### config.mk
export PLATFORM = sky130hd
export DESIGN_NAME = rrp_burst_arbiter
export DESIGN_NICKNAME = d
export VERILOG_FILES = /design/src/rtl/rrp_burst_arbiter_pkg.sv /design/src/rtl/rrp_burst_arbiter_rr_pick.sv /design/src/rtl/rrp_burst_arbiter.sv
export SDC_FILE = /design/constraint.sdc
export NUM_CORES = 1
export LEC_CHECK = 0
export ABC_AREA = 1
export BUFFER_PORTS_ARGS = -buffer_cell sky130_fd_sc_hd__buf_2
export CORE_AREA = 2 2 128 130
export CTS_BUF_LIST = sky130_fd_sc_hd__clkbuf_4 sky130_fd_sc_hd__clkbuf_8 sky130_fd_sc_hd__clkbuf_16
export DETAILED_ROUTE_END_ITERATION = 10
export DIE_AREA = 0 0 130 132
export PLACE_DENSITY = 0.76
export SLEW_MARGIN = 40
export SYNTH_ARGS = -nofsm -noshare
export SYNTH_HDL_FRONTEND = slang
export SYNTH_HIERARCHICAL = 1
export SYNTH_SLANG_ARGS = --single-unit
### constraint.sdc
create_clock -name BUS_CLK -period 6.3 [get_ports BUS_CLK]
set_clock_uncertainty 0.1 [all_clocks]
set_input_delay 0.945 -clock BUS_CLK [delete_from_list [all_inputs] [get_ports BUS_CLK]]
set_output_delay 0.945 -clock BUS_CLK [all_outputs]
set_load 0.005 [all_outputs]
### src/rtl/rrp_burst_arbiter_pkg.sv
// Shared types and helpers for the round-robin burst arbiter.
package arb_pkg;

  typedef enum logic {
    IDLE,
    BURST
  } state_t;

  localparam int unsigned DEF_MAX_BURST = 16;

  // Bits needed to index v items; never less than 1.
  function automatic int unsigned clog2(input int unsigned v);
    int unsigned r;
    r = 0;
    for (int unsigned p = 1; p < v; p = p << 1) r++;
    return (r == 0) ? 1 : r;
  endfunction

endpackage

### src/rtl/rrp_burst_arbiter_rr_pick.sv
// Combinational round-robin priority encoder: first set request at or
// above 'start', wrapping around to channel 0.
module rr_pick
  import arb_pkg::*;
#(
  parameter int unsigned N  = 8,
  parameter int unsigned IW = clog2(N)
) (
  input  logic [N-1:0]  req,
  input  logic [IW-1:0] start,
  output logic [N-1:0]  grant,
  output logic [IW-1:0] idx,
  output logic          valid
);

  // Scan all channels once starting from 'start'; first hit wins.
  always_comb begin
    int unsigned c;
    grant = '0;
    idx   = '0;
    valid = 1'b0;
    for (int unsigned k = 0; k < N; k++) begin
      c = (int'(start) + k) % N;
      if (!valid && req[c]) begin
        valid    = 1'b1;
        grant[c] = 1'b1;
        idx      = IW'(c);
      end
    end
  end

endmodule

### src/rtl/rrp_burst_arbiter.sv
// Round-robin burst arbiter merging N FWFT source FIFOs into one stream.
// Optional per-channel word counters are built when ARB_CNT_EN is defined.
module rrp_burst_arbiter
  import arb_pkg::*;
#(
  parameter int unsigned N_CH      = 8,
  parameter int unsigned DATA_W    = 32,
  parameter int unsigned MAX_BURST = DEF_MAX_BURST,
  parameter int unsigned CNT_W     = 32,
  localparam int unsigned OW       = clog2(N_CH)
) (
  input  logic                     BUS_CLK,
  input  logic                     BUS_RST,
  input  logic [N_CH-1:0]          WRITE_REQ,
  input  logic [N_CH-1:0]          HOLD_REQ,
  input  logic [N_CH-1:0]          CH_ENABLE,
  input  logic [N_CH*DATA_W-1:0]   DATA_IN,
  output logic [N_CH-1:0]          READ_GRANT,
  input  logic                     READY_OUT,
  output logic                     WRITE_OUT,
  output logic [DATA_W-1:0]        DATA_OUT,
  output logic [OW-1:0]            OWNER
`ifdef ARB_CNT_EN
  ,
  output logic [N_CH*CNT_W-1:0]    WORD_CNT,
  input  logic                     CNT_CLR
`endif
);

  localparam int unsigned BW = clog2(MAX_BURST + 1);
  localparam logic [BW-1:0] MAXC = BW'(MAX_BURST);

  if (N_CH < 2 || N_CH > 16 || MAX_BURST < 1 || MAX_BURST > 256 || CNT_W < 1)
  begin : g_bad_params
    $error("rrp_burst_arbiter: parameter out of range");
  end

  state_t            state, state_n;
  logic [OW-1:0]     owner_n, ptr, owner_inc, owner_n_inc;
  logic [BW-1:0]     cnt, cnt_n;
  logic [N_CH-1:0]   req, own_oh, others, grant;
  logic [N_CH-1:0]   pk_req, pk_grant;
  logic [OW-1:0]     pk_start, pk_idx;
  logic              pk_valid;
  logic [DATA_W-1:0] pop_data;

  assign req        = WRITE_REQ & CH_ENABLE;
  assign others     = req & ~own_oh;
  assign READ_GRANT = grant;

  // Decode owner and its round-robin successors.
  always_comb begin
    own_oh        = '0;
    own_oh[OWNER] = 1'b1;
    owner_inc     = (OWNER == OW'(N_CH - 1)) ? '0 : OWNER + OW'(1);
    owner_n_inc   = (owner_n == OW'(N_CH - 1)) ? '0 : owner_n + OW'(1);
  end

  // One encoder serves both the idle pick and re-arbitration; in a burst
  // the current owner is masked out, which also covers the "only
  // requester" case because that case is caught by the continue rule.
  assign pk_req   = (state == IDLE) ? req : others;
  assign pk_start = (state == IDLE) ? ptr : owner_inc;

  rr_pick #(
    .N  (N_CH),
    .IW (OW)
  ) u_pick (
    .req   (pk_req),
    .start (pk_start),
    .grant (pk_grant),
    .idx   (pk_idx),
    .valid (pk_valid)
  );

  // Next-state, burst counter and pop decision.
  always_comb begin
    state_n = state;
    owner_n = OWNER;
    cnt_n   = cnt;
    grant   = '0;
    if (!BUS_RST) begin
      unique case (state)
        IDLE: begin
          if (pk_valid && READY_OUT) begin
            grant   = pk_grant;
            owner_n = pk_idx;
            cnt_n   = BW'(1);
            state_n = BURST;
          end
        end
        BURST: begin
          if (!READY_OUT) begin
            state_n = BURST;
          end else if (req[OWNER] && (HOLD_REQ[OWNER] || cnt < MAXC || others == '0)) begin
            grant = own_oh;
            if (HOLD_REQ[OWNER] || cnt < MAXC)
              cnt_n = (cnt == MAXC) ? cnt : cnt + BW'(1);
            else
              cnt_n = BW'(1);
          end else if (!req[OWNER] && HOLD_REQ[OWNER] && CH_ENABLE[OWNER]) begin
            state_n = BURST;
          end else if (pk_valid) begin
            grant   = pk_grant;
            owner_n = pk_idx;
            cnt_n   = BW'(1);
          end else begin
            state_n = IDLE;
          end
        end
        default: state_n = IDLE;
      endcase
    end
  end

  // Select the word being popped this cycle.
  always_comb begin
    pop_data = '0;
    for (int unsigned i = 0; i < N_CH; i++)
      if (grant[i]) pop_data = DATA_IN[i*DATA_W +: DATA_W];
  end

  // State, owner, pointer and registered output stream.
  always_ff @(posedge BUS_CLK) begin
    if (BUS_RST) begin
      state     <= IDLE;
      OWNER     <= '0;
      cnt       <= '0;
      ptr       <= '0;
      WRITE_OUT <= 1'b0;
      DATA_OUT  <= '0;
    end else begin
      state     <= state_n;
      OWNER     <= owner_n;
      cnt       <= cnt_n;
      WRITE_OUT <= |grant;
      if (|grant) begin
        DATA_OUT <= pop_data;
        ptr      <= owner_n_inc;
      end
    end
  end

`ifdef ARB_CNT_EN
  logic [CNT_W-1:0] wcnt [N_CH];

  // Saturating per-channel pop counters; clear wins over a coincident grant.
  always_ff @(posedge BUS_CLK) begin
    if (BUS_RST || CNT_CLR) begin
      for (int unsigned i = 0; i < N_CH; i++) wcnt[i] <= '0;
    end else begin
      for (int unsigned i = 0; i < N_CH; i++)
        if (grant[i] && wcnt[i] != '1) wcnt[i] <= wcnt[i] + CNT_W'(1);
    end
  end

  // Flatten counters onto the status port.
  always_comb begin
    WORD_CNT = '0;
    for (int unsigned i = 0; i < N_CH; i++) WORD_CNT[i*CNT_W +: CNT_W] = wcnt[i];
  end
`endif

endmodule

==> impl_metrics.ini <==
[status]
outcome = finished clean

[timing]
tns_ns = 0
layout_worst_path_cycle_share = 0.947
fmax_ghz = 0.168
timing_hold_violations_final = 0
finalSetupViolations = 0
tightestPinTransition_ns = 0.623
rsz0062_at_grt = false
maxSlewViolCount = 0
relSlewSlack = 0.584
timing.final.crit_period_ns = 5.97

[yosys]
post_synth_arst_share = 0
yosys_register_bits = 45
avg_inst_size_synth_um2 = 5.10
synth_top_area_frac = 0.311
post_synth_most_frequent_cells = sky130_fd_sc_hd__nand2_1 (569), sky130_fd_sc_hd__nand3_1 (145), sky130_fd_sc_hd__nor2_1 (127)
netlist_area_mm2 = 0.00686
synth.largest_area_cell = sky130_fd_sc_hd__nand2_1
synth_nets = 1641
top_cells_by_area_synth = sky130_fd_sc_hd__nand2_1 (31%), sky130_fd_sc_hd__dfxtp_1 (13%), sky130_fd_sc_hd__nand3_1 (11%)
yosysWarnings = 6
postSynth.topFlopCell = sky130_fd_sc_hd__dfxtp_1
synth_seq_area_share = 0.131
synthMostInstantiatedCell = sky130_fd_sc_hd__nand2_1
synthesis.instances = 1346
post_synth_num_cell_types = 43
synth_edf_count = 0

[clock_tree]
clkLatencyLatePin_ns = 0.30
cts-root-buf = sky130_fd_sc_hd__clkbuf_16
tritoncts_num_sinks = 45
cts.clk_slew.worst_paths_ns = 0.07
h-tree-depth = 2
clockBufferDepth = 2
cts_tree = yes
cts-buffers-inserted = 5

[global_routing]
via_count_of_the_first_global_routing_pass = 8684
grt-ovfl-total = 0
grt_pass1_wl_um = 47200
grt_max_degree = 64
antenna_found_initial = 7
grt_use_total = 0.351

[floorplan]
rows = 46
die-area_mm2 = 0.0172
io_pins = 327
start_util = 0.437
design.core.area_mm2 = 0.0157
dieHeight_um = 132
die_w_um = 130

[critical_path]
crit_path_start_kind = register
critical_path.max_stage_delay_ns = 0.51
cpLargestDelayFamily = simple AND/OR/NAND/NOR gates
worst-path-max-fanout = 25
required_ns = 5.25
crit_arrival_ns = 4.92
r2r_cells = 25
end_kind = output pin
timing_worst_setup_path_type = reg2out
critical_path_cell_count = 20
crit_buf_inv = 5
path_cells = ha_1 > ha_1 > o31ai_2 > inv_4 > ha_2 > inv_2 > nand3_1 > nand3_2 > nand2_2 > nor2_2 > nand4_2 > nor2_4 > buf_4 > nand4_1 > nand3_1 > a22oi_1 > o21ai_1 > nand2_2 > inv_4 > buf_2
timing.critical_path.slowest_stage_cell = sky130_fd_sc_hd__dfxtp_1

[cells_and_area]
final_core_utilization = 0.556
nNetsFinal = 1915
num-fill-cells = 1688
drive_gt1_frac = 0.258
synthToLayoutAreaGrowth_pct = 27.4

[routing]
final_antenna_net_count = 0
pre_antenna_drt_iters = 8
detailroute.via_count = 9838
via_per_inst = 5.34
routedWlPerCell_um = 16.9
drcViolationCount = 0
drt-initial-drc-count = 1113
finalWirelength_um = 31100

[power]
peak_supply_drop_uv = 196
internal_power_w = 0.00149
power_frac_comb = 0.769
total_net_switching_power_w = 0.00206
power.share.switching = 0.580
clock_power_share = 0.092
cellLeakagePower_nw = 5.16
power.share.sequential = 0.139
power_density_mw_per_mm2 = 407

[placed_design]
dpl.hpwl_um = 24600
globalplace.congestion = 1.02
port_buffers = 326

[worst_hold_path]
holdPathStages = 2
hold_wc_path_type = reg2reg

[flow_run]
max-cap-violations = 0
## state kept, by name, summed over array words and instances, names as in the netlist
signal,cells
ptr,3
OWNER,3
WRITE_OUT,1
cnt,5
DATA_OUT,32
state,1
## power groups by stage
stage / registers [W] / clock network [W] / logic [W]
2_1_floorplan: 0.000462 / 0 / 0.00200
3_3_place_gp: 0.000498 / 0 / 0.00263
3_5_place_dp: 0.000492 / 0 / 0.00265
4_1_cts: 0.000486 / 0.000327 / 0.00266
5_1_grt: 0.000502 / 0.000339 / 0.00303
6_report: 0.000495 / 0.000328 / 0.00273
## worst paths after layout
path	start	end	slack, ns
worst max-delay path	OWNER[1]$_SDFF_PP0_	READ_GRANT[4]	0.33
worst min-delay path	ptr[1]$_SDFFE_PP0P_	ptr[1]$_SDFFE_PP0P_	0.35
worst max register to register	OWNER[1]$_SDFF_PP0_	DATA_OUT[4]$_SDFFE_PP0P_	0.50
worst min register to register	ptr[1]$_SDFFE_PP0P_	ptr[1]$_SDFFE_PP0P_	0.35
## layout make-up
cell class	count	area, µm²	area share
Antenna cell	7	17.5	0.00201
Clock buffer	6	139	0.0159
Clock inverter	2	37.5	0.00430
Inverter	105	399	0.0457
Multi-Input combinational cell	1116	5140	0.589
Sequential cell	45	901	0.103
Tap cell	216	270	0.0309
Timing Repair Buffer	347	1830	0.209
## stage by stage
step / cell area (µm²) / total power [W] / setup WS [ns] / cells / hold slack [ns]
floorplan: 6860 / 0.00246 / 1.07 / 1346 / 0.319
global placement: 8520 / 0.00313 / 0.661 / 1829 / 0.332
detailed placement: 8520 / 0.00314 / 0.429 / 1829 / 0.339
CTS: 8700 / 0.00348 / 0.182 / 1837 / 0.353
global route: 8740 / 0.00387 / 0.0127 / 1844 / 0.357
finish: 8740 / 0.00356 / 0.333 / 1844 / 0.353
## placed cells by master, fill, tap and decap left out, drive strengths merged, types with 2 or more instances in the layout
cell type / netlist / final
nand2: 582 / 582
buf: 58 / 347
nand3: 151 / 151
nor2: 139 / 139
inv: 102 / 102
o21ai: 84 / 84
a21oi: 48 / 48
dfxtp: 45 / 45
nor3: 29 / 29
o21a: 25 / 25
nand4: 20 / 20
ha: 12 / 12
diode: 0 / 7
or2: 7 / 7
clkbuf: 22 / 6
a22oi: 4 / 4
nand3b: 3 / 3
clkinv: 3 / 3
a211oi: 2 / 2
a31oi: 2 / 2
o21bai: 2 / 2
o311ai: 2 / 2
## logic make-up after synthesis
logic type,after synthesis,share of synthesized area
simple gates,931,0.577
buf+inv,185,0.123
compound gates,171,0.142
flops,45,0.131
fa+ha+maj,12,0.0219
xor+xnor,2,0.00529
## timing repair
action / 4_1_cts / 5_1_grt
resized for setup: 0 / 4
setup endpoints to repair: 0 / 41
setup buffers: 0 / 0
hold buffers: 0 / 0
## routing by layer
layer	wire, µm	global-route usage
met5	0	0
met4	922	0.122
met3	3410	0.0795
met2	14100	0.541
met1	12800	0.477
## worst min-delay path, delay by kind of cell (launching register included)
family,cells,cell delay [ns]
flops,1,0.32
simple gates,2,0.10
Note: power is estimated with default switching activity, not from simulation.
